### src/rtl/flag_cond_unit_pkg.sv
// Shared definitions for the flag/condition unit: LEGv8 condition codes,
// NZCV bit positions and the request FSM state encoding.
package flag_cond_unit_pkg;

    localparam logic [3:0] COND_EQ = 4'd0;
    localparam logic [3:0] COND_NE = 4'd1;
    localparam logic [3:0] COND_HS = 4'd2;
    localparam logic [3:0] COND_LO = 4'd3;
    localparam logic [3:0] COND_MI = 4'd4;
    localparam logic [3:0] COND_PL = 4'd5;
    localparam logic [3:0] COND_VS = 4'd6;
    localparam logic [3:0] COND_VC = 4'd7;
    localparam logic [3:0] COND_HI = 4'd8;
    localparam logic [3:0] COND_LS = 4'd9;
    localparam logic [3:0] COND_GE = 4'd10;
    localparam logic [3:0] COND_LT = 4'd11;
    localparam logic [3:0] COND_GT = 4'd12;
    localparam logic [3:0] COND_LE = 4'd13;
    localparam logic [3:0] COND_AL = 4'd14;
    localparam logic [3:0] COND_NV = 4'd15;

    localparam int NZCV_N = 3;
    localparam int NZCV_Z = 2;
    localparam int NZCV_C = 1;
    localparam int NZCV_V = 0;

    typedef enum logic [1:0] {
        ST_IDLE = 2'd0,
        ST_WAIT = 2'd1,
        ST_RESP = 2'd2
    } state_e;

    function automatic logic [3:0] pack_nzcv(input logic n, input logic z,
                                             input logic c, input logic v);
        logic [3:0] f;
        f         = 4'b0000;
        f[NZCV_N] = n;
        f[NZCV_Z] = z;
        f[NZCV_C] = c;
        f[NZCV_V] = v;
        return f;
    endfunction

endpackage

### src/rtl/flag_cond_unit_cond_eval.sv
// Combinational LEGv8 B.cond evaluator: decides whether a condition code
// holds for a given {N,Z,C,V} flag vector.
module cond_eval
    import flag_cond_unit_pkg::*;
(
    input  logic [3:0] cond,
    input  logic [3:0] nzcv,
    output logic       taken
);

    logic n_f;
    logic z_f;
    logic c_f;
    logic v_f;

    assign n_f = nzcv[NZCV_N];
    assign z_f = nzcv[NZCV_Z];
    assign c_f = nzcv[NZCV_C];
    assign v_f = nzcv[NZCV_V];

    // Condition-code decode; AL and NV are both unconditional in LEGv8.
    always_comb begin
        taken = 1'b0;
        case (cond)
            COND_EQ: taken = z_f;
            COND_NE: taken = ~z_f;
            COND_HS: taken = c_f;
            COND_LO: taken = ~c_f;
            COND_MI: taken = n_f;
            COND_PL: taken = ~n_f;
            COND_VS: taken = v_f;
            COND_VC: taken = ~v_f;
            COND_HI: taken = c_f & ~z_f;
            COND_LS: taken = ~c_f | z_f;
            COND_GE: taken = (n_f == v_f);
            COND_LT: taken = (n_f != v_f);
            COND_GT: taken = ~z_f & (n_f == v_f);
            COND_LE: taken = z_f | (n_f != v_f);
            COND_AL: taken = 1'b1;
            COND_NV: taken = 1'b1;
            default: taken = 1'b1;
        endcase
    end

endmodule

### src/rtl/flag_cond_unit.sv
// Architectural NZCV register, in-flight flag-setter tracking and B.cond
// request/response handshake. Define FLAG_FWD_EN to bypass ALU flags.
module flag_cond_unit
    import flag_cond_unit_pkg::*;
#(
    parameter int PEND_W = 2
) (
    input  logic       clk,
    input  logic       rst_n,
    input  logic       flush,
    input  logic       fset_issue,
    input  logic       flag_wr,
    input  logic       alu_n,
    input  logic       alu_z,
    input  logic       alu_c,
    input  logic       alu_v,
    input  logic       req_vld,
    output logic       req_rdy,
    input  logic [3:0] req_cond,
    output logic       rsp_vld,
    input  logic       rsp_rdy,
    output logic       rsp_taken,
    output logic [3:0] nzcv,
    output logic       pend_err
);

    localparam logic [PEND_W-1:0] CNT_MAX  = {PEND_W{1'b1}};
    localparam logic [PEND_W-1:0] CNT_ZERO = {PEND_W{1'b0}};
    localparam logic [PEND_W-1:0] CNT_ONE  = PEND_W'(1);

    logic [3:0]        nzcv_q,  nzcv_d;
    logic [PEND_W-1:0] cnt_q,   cnt_d;
    logic              err_q,   err_d;
    state_e            state_q, state_d;
    logic [3:0]        cond_q,  cond_d;
    logic              taken_q, taken_d;

    logic [3:0] alu_flags;
    logic [3:0] eval_flags;
    logic [3:0] eval_cond;
    logic       eval_taken;
    logic       fwd_hit;
    logic       cnt_zero;

    assign alu_flags = pack_nzcv(alu_n, alu_z, alu_c, alu_v);
    assign cnt_zero  = (cnt_q == CNT_ZERO);

`ifdef FLAG_FWD_EN
    // The last outstanding flag-setter retires this cycle: its flags are final.
    assign fwd_hit = (cnt_q == CNT_ONE) && flag_wr && !fset_issue;
`else
    assign fwd_hit = 1'b0;
`endif

    assign eval_flags = fwd_hit ? alu_flags : nzcv_q;
    assign eval_cond  = (state_q == ST_IDLE) ? req_cond : cond_q;

    cond_eval u_cond_eval (
        .cond  (eval_cond),
        .nzcv  (eval_flags),
        .taken (eval_taken)
    );

    // Flag register next state: latch on every ALU flag write, flush included.
    always_comb begin
        nzcv_d = nzcv_q;
        if (flag_wr) begin
            nzcv_d = alu_flags;
        end else begin
            nzcv_d = nzcv_q;
        end
    end

    // Pending counter: saturates at both ends and records the misuse stickily.
    always_comb begin
        cnt_d = cnt_q;
        err_d = err_q;
        if (flush) begin
            cnt_d = CNT_ZERO;
        end else if (fset_issue && !flag_wr) begin
            if (cnt_q == CNT_MAX) begin
                err_d = 1'b1;
            end else begin
                cnt_d = cnt_q + CNT_ONE;
            end
        end else if (flag_wr && !fset_issue) begin
            if (cnt_zero) begin
                err_d = 1'b1;
            end else begin
                cnt_d = cnt_q - CNT_ONE;
            end
        end else begin
            cnt_d = cnt_q;
        end
    end

    // Request FSM next state; the result is captured once and held in RESP.
    always_comb begin
        state_d = state_q;
        cond_d  = cond_q;
        taken_d = taken_q;
        case (state_q)
            ST_IDLE: begin
                if (flush) begin
                    state_d = ST_IDLE;
                end else if (req_vld) begin
                    cond_d = req_cond;
                    if (cnt_zero || fwd_hit) begin
                        state_d = ST_RESP;
                        taken_d = eval_taken;
                    end else begin
                        state_d = ST_WAIT;
                    end
                end else begin
                    state_d = ST_IDLE;
                end
            end
            ST_WAIT: begin
                if (flush) begin
                    state_d = ST_IDLE;
                end else if (cnt_zero || fwd_hit) begin
                    state_d = ST_RESP;
                    taken_d = eval_taken;
                end else begin
                    state_d = ST_WAIT;
                end
            end
            ST_RESP: begin
                if (flush || rsp_rdy) begin
                    state_d = ST_IDLE;
                    taken_d = 1'b0;
                end else begin
                    state_d = ST_RESP;
                end
            end
            default: begin
                state_d = ST_IDLE;
                taken_d = 1'b0;
            end
        endcase
    end

    // State registers.
    always_ff @(posedge clk or negedge rst_n) begin
        if (!rst_n) begin
            nzcv_q  <= 4'b0000;
            cnt_q   <= CNT_ZERO;
            err_q   <= 1'b0;
            state_q <= ST_IDLE;
            cond_q  <= 4'b0000;
            taken_q <= 1'b0;
        end else begin
            nzcv_q  <= nzcv_d;
            cnt_q   <= cnt_d;
            err_q   <= err_d;
            state_q <= state_d;
            cond_q  <= cond_d;
            taken_q <= taken_d;
        end
    end

    assign req_rdy   = (state_q == ST_IDLE);
    assign rsp_vld   = (state_q == ST_RESP);
    assign rsp_taken = taken_q;
    assign nzcv      = nzcv_q;
    assign pend_err  = err_q;

endmodule

### config.mk
export PLATFORM = sky130hd
export DESIGN_NAME = flag_cond_unit
export DESIGN_NICKNAME = d
export VERILOG_FILES = /design/src/rtl/flag_cond_unit_pkg.sv /design/src/rtl/flag_cond_unit_cond_eval.sv /design/src/rtl/flag_cond_unit.sv
export SDC_FILE = /design/constraint.sdc
export NUM_CORES = 1
export LEC_CHECK = 0
export CORE_ASPECT_RATIO = 0.9
export CORE_MARGIN = 2
export CORE_UTILIZATION = 43
export CTS_CLUSTER_DIAMETER = 150
export CTS_CLUSTER_SIZE = 10
export DETAILED_ROUTE_END_ITERATION = 8
export GPL_ROUTABILITY_DRIVEN = 0
export PLACE_DENSITY = 0.74
export REMOVE_ABC_BUFFERS = 1
export SETUP_SLACK_MARGIN = 0.5
export SLEW_MARGIN = 20
export SYNTH_ARGS = -nofsm -noshare
export SYNTH_HDL_FRONTEND = slang
export SYNTH_HIERARCHICAL = 1
export SYNTH_SLANG_ARGS = --single-unit
### constraint.sdc
create_clock -name clk -period 2.1 [get_ports clk]
set_input_delay 0.315 -clock clk [delete_from_list [all_inputs] [get_ports clk]]
set_output_delay 0.315 -clock clk [all_outputs]
set_load 0.01 [all_outputs]
==> results.cfg <==
[outcome]
outcome = complete, but fails checks
violations = setup timing

[timing]
fmax_ghz = 0.473
skew_ps = 5.68
setup_ws_ps = -13.9
rsz0062_at_grt = yes
period_share_pct = 101
drv_slew = 0
tns_ps = -13.9
tightest_slew_ps = 643
maxSlewHeadroom_pct = 57.0
final-hold-violation-count = 0
fin_crit_ps = 2110
setup_viol_count_final = 1

[yosys]
synth_async_sr_flop_share_pct = 100
syn_area_um2 = 903
synthTopCellsByArea = dfrtp_1 (39%), mux2_2 (16%), a21oi_1 (3.3%)
post-synth-top-count-cell = dfrtp_1
yosys_register_bits = 14
yosys-top-cells-count = dfrtp_1 (14), mux2_2 (13), a21oi_1 (6), nor2_1 (6), nor3_1 (4)
yosys_warnings = 6
ys.flop_type = dfrtp_1
ys_types = 35
yosysTopAreaCell = dfrtp_1
yosys.area.top_type_share_pct = 38.8
ys_seq_area_share_pct = 38.8
syn-instance-count = 86
synth-edff-count = 0
syn-mean-instance-area_um2 = 10.5

[global_route]
grt_pass1_wl_um = 3160
grt_max_degree = 15
antenna_found_initial = 0
gr-usage-all-layers_pct = 17.4
overflow = 0
first_global_vias = 709

[place]
port_buffers = 22
hpwl_um = 1420
place_area_um2 = 1180

[detailed_routing]
ant_nets = 0
initialDrtViolationCount = 12
vias = 785
drt-pass1-iter-count = 4
vias_per_cell = 5.49
wire_per_inst_um = 13.6
routed_wirelength_um = 1940
drc_errors = 0

[clocking]
cts_root_buf = clkbuf_4
holdBufCountCts = 0
clk_latency_ps = 270
htreeDepth = 1
ctsLongestPathBuffers = 2
cts_buffers = 3
clock-sinks = 14
cts_tree = done
path_clk_slew_ps = 80

[power_and_ir_drop]
power_frac_clock_pct = 19.2
p_int_uw = 537
power_density_nw_per_um2 = 624
p_leak_uw = 0.000551
comb_power_share_pct = 37.5
power_switching_uw = 232
netSwitchingFraction_pct = 30.2
power_uw = 770
seq_power_share_pct = 43.3
vdd_drop_max_mv = 0.289

[cells_and_area]
fillers = 172
syn_to_final_growth_pct = 36.4
register_area_um2 = 352
drive_gt1_share_pct = 27.1
nNetsFinal = 137
multi_input_area_um2 = 515
antenna_cells = 0
final_area_um2 = 1230

[floorplanning]
die_w_um = 52.3
die-area_um2 = 2480
die_y_um = 47.5
core-area_um2 = 1950
core.rowCount = 15
start_util_pct = 46.3
num_io_pins = 23

[worst_setup_path]
r2r_slack_ps = -10
crit_chain = nor2_1, buf_4, mux2_4, xor2_1, or4_1, nand2_1, a22oi_1, o21ai_1, nand4bb_1, o311ai_1
crit_type = flip-flop to flip-flop
end_kind = flip-flop
worst_ep_arrival_time_ps = 2290
startpoint = state_q[0]
crit_fanout = 5
cp_slowest_stage_delay_ps = 390
cp-start-kind = flip-flop
r2r-start = state_q[0]
r2r_cells = 10
cp_slowest_cell = dfrtp_1
cp.required_ps = 2280

[flow_run]
cap_violations = 0

[hold_path]
min-delay-path-class = primary input to async pin
==> logic make-up after synthesis <==
family / after synthesis / share of synthesized area, %
and+or+nand+nor: 29 / 20.4
AOI/OAI and AO/OA: 17 / 13.0
DFF: 14 / 38.8
muxes: 13 / 16.2
buffers and inverters: 7 / 4.99
xor gates and xnor gates: 4 / 3.88
adders and majority gates: 2 / 2.77
==> path summary, 6_finish.rpt <==
check                                  end
worst max-delay path             rsp_taken
worst min-delay path            state_q[1]
worst max register to register   rsp_taken
worst min register to register    pend_err
max in group asynchronous          nzcv[3]
min in group clk                  pend_err
==> sequential cells by signal, indices dropped and copies added, names as in the netlist <==
signal,count
cond_q,4
state_q,2
cnt_q,2
pend_err,1
nzcv,4
rsp_taken,1
==> layout by cell type (no fill, tap or decap), types with 4 or more instances in the layout <==
cell / Yosys / routed
a21oi_1: 6 / 6
nor3_1: 4 / 4
buf_4: 1 / 10
nor2_1: 6 / 6
mux2_2: 13 / 11
dfrtp_1: 14 / 13
clkdlybuf4s50_1: 0 / 17
==> routing by layer <==
metal	share of wire, %	vias up	wire, um	global-route usage (%)
met4	0	0	0	6.15
met5	0	-	0	0
li1	-	377	-	-
met3	5.6	0	108	2.81
met1	48	382	938	23.7
met2	46	26	891	28.7
==> through the flow <==
step	hold WS [ps]	setup WS (ps)	util, %	std cells
finish	431	-13.9	63.1	143
global route	485	-133	63.1	143
detailed placement	451	-71.3	60.3	137
floorplan	19.4	-187	-	83
CTS	437	34.9	62.9	143
global placement	469	-14.3	60.3	137
==> worst max-delay path, delay by kind of cell, from the launching register on <==
family                 cells  cell delay [ps]
AND/OR/NAND/NOR            4              700
multiplexers               1              330
AO/OA/AOI/OAI              3              260
flip-flops                 1              390
buffers and inverters      1              150
XOR/XNOR                   1              170
==> power groups by stage <==
stage	Combinational, uW	Sequential [uW]	Clock (uW)
2_1_floorplan	153	340	0
3_3_place_gp	268	336	0
3_5_place_dp	275	337	0
4_1_cts	288	332	155
5_1_grt	315	337	168
6_report	288	333	148
==> cell type report <==
type | count | share of cell area [%]
timing repair buffer | 32 | 24.1
clock buffer | 3 | 1.83
sequential | 14 | 28.5
inverter | 4 | 1.22
multi-input combinational | 65 | 41.8
tap | 25 | 2.54
==> repair_timing <==
| action | 4_1_cts | 5_1_grt |
|---|---|---|
| gates resized for setup | 7 | 2 |
| buffers inserted | 3 | 0 |
| endpoints found under the setup margin | 5 | 5 |
| pin swaps | 0 | 1 |
No activity file was read; power rests on OpenSTA's default activity.
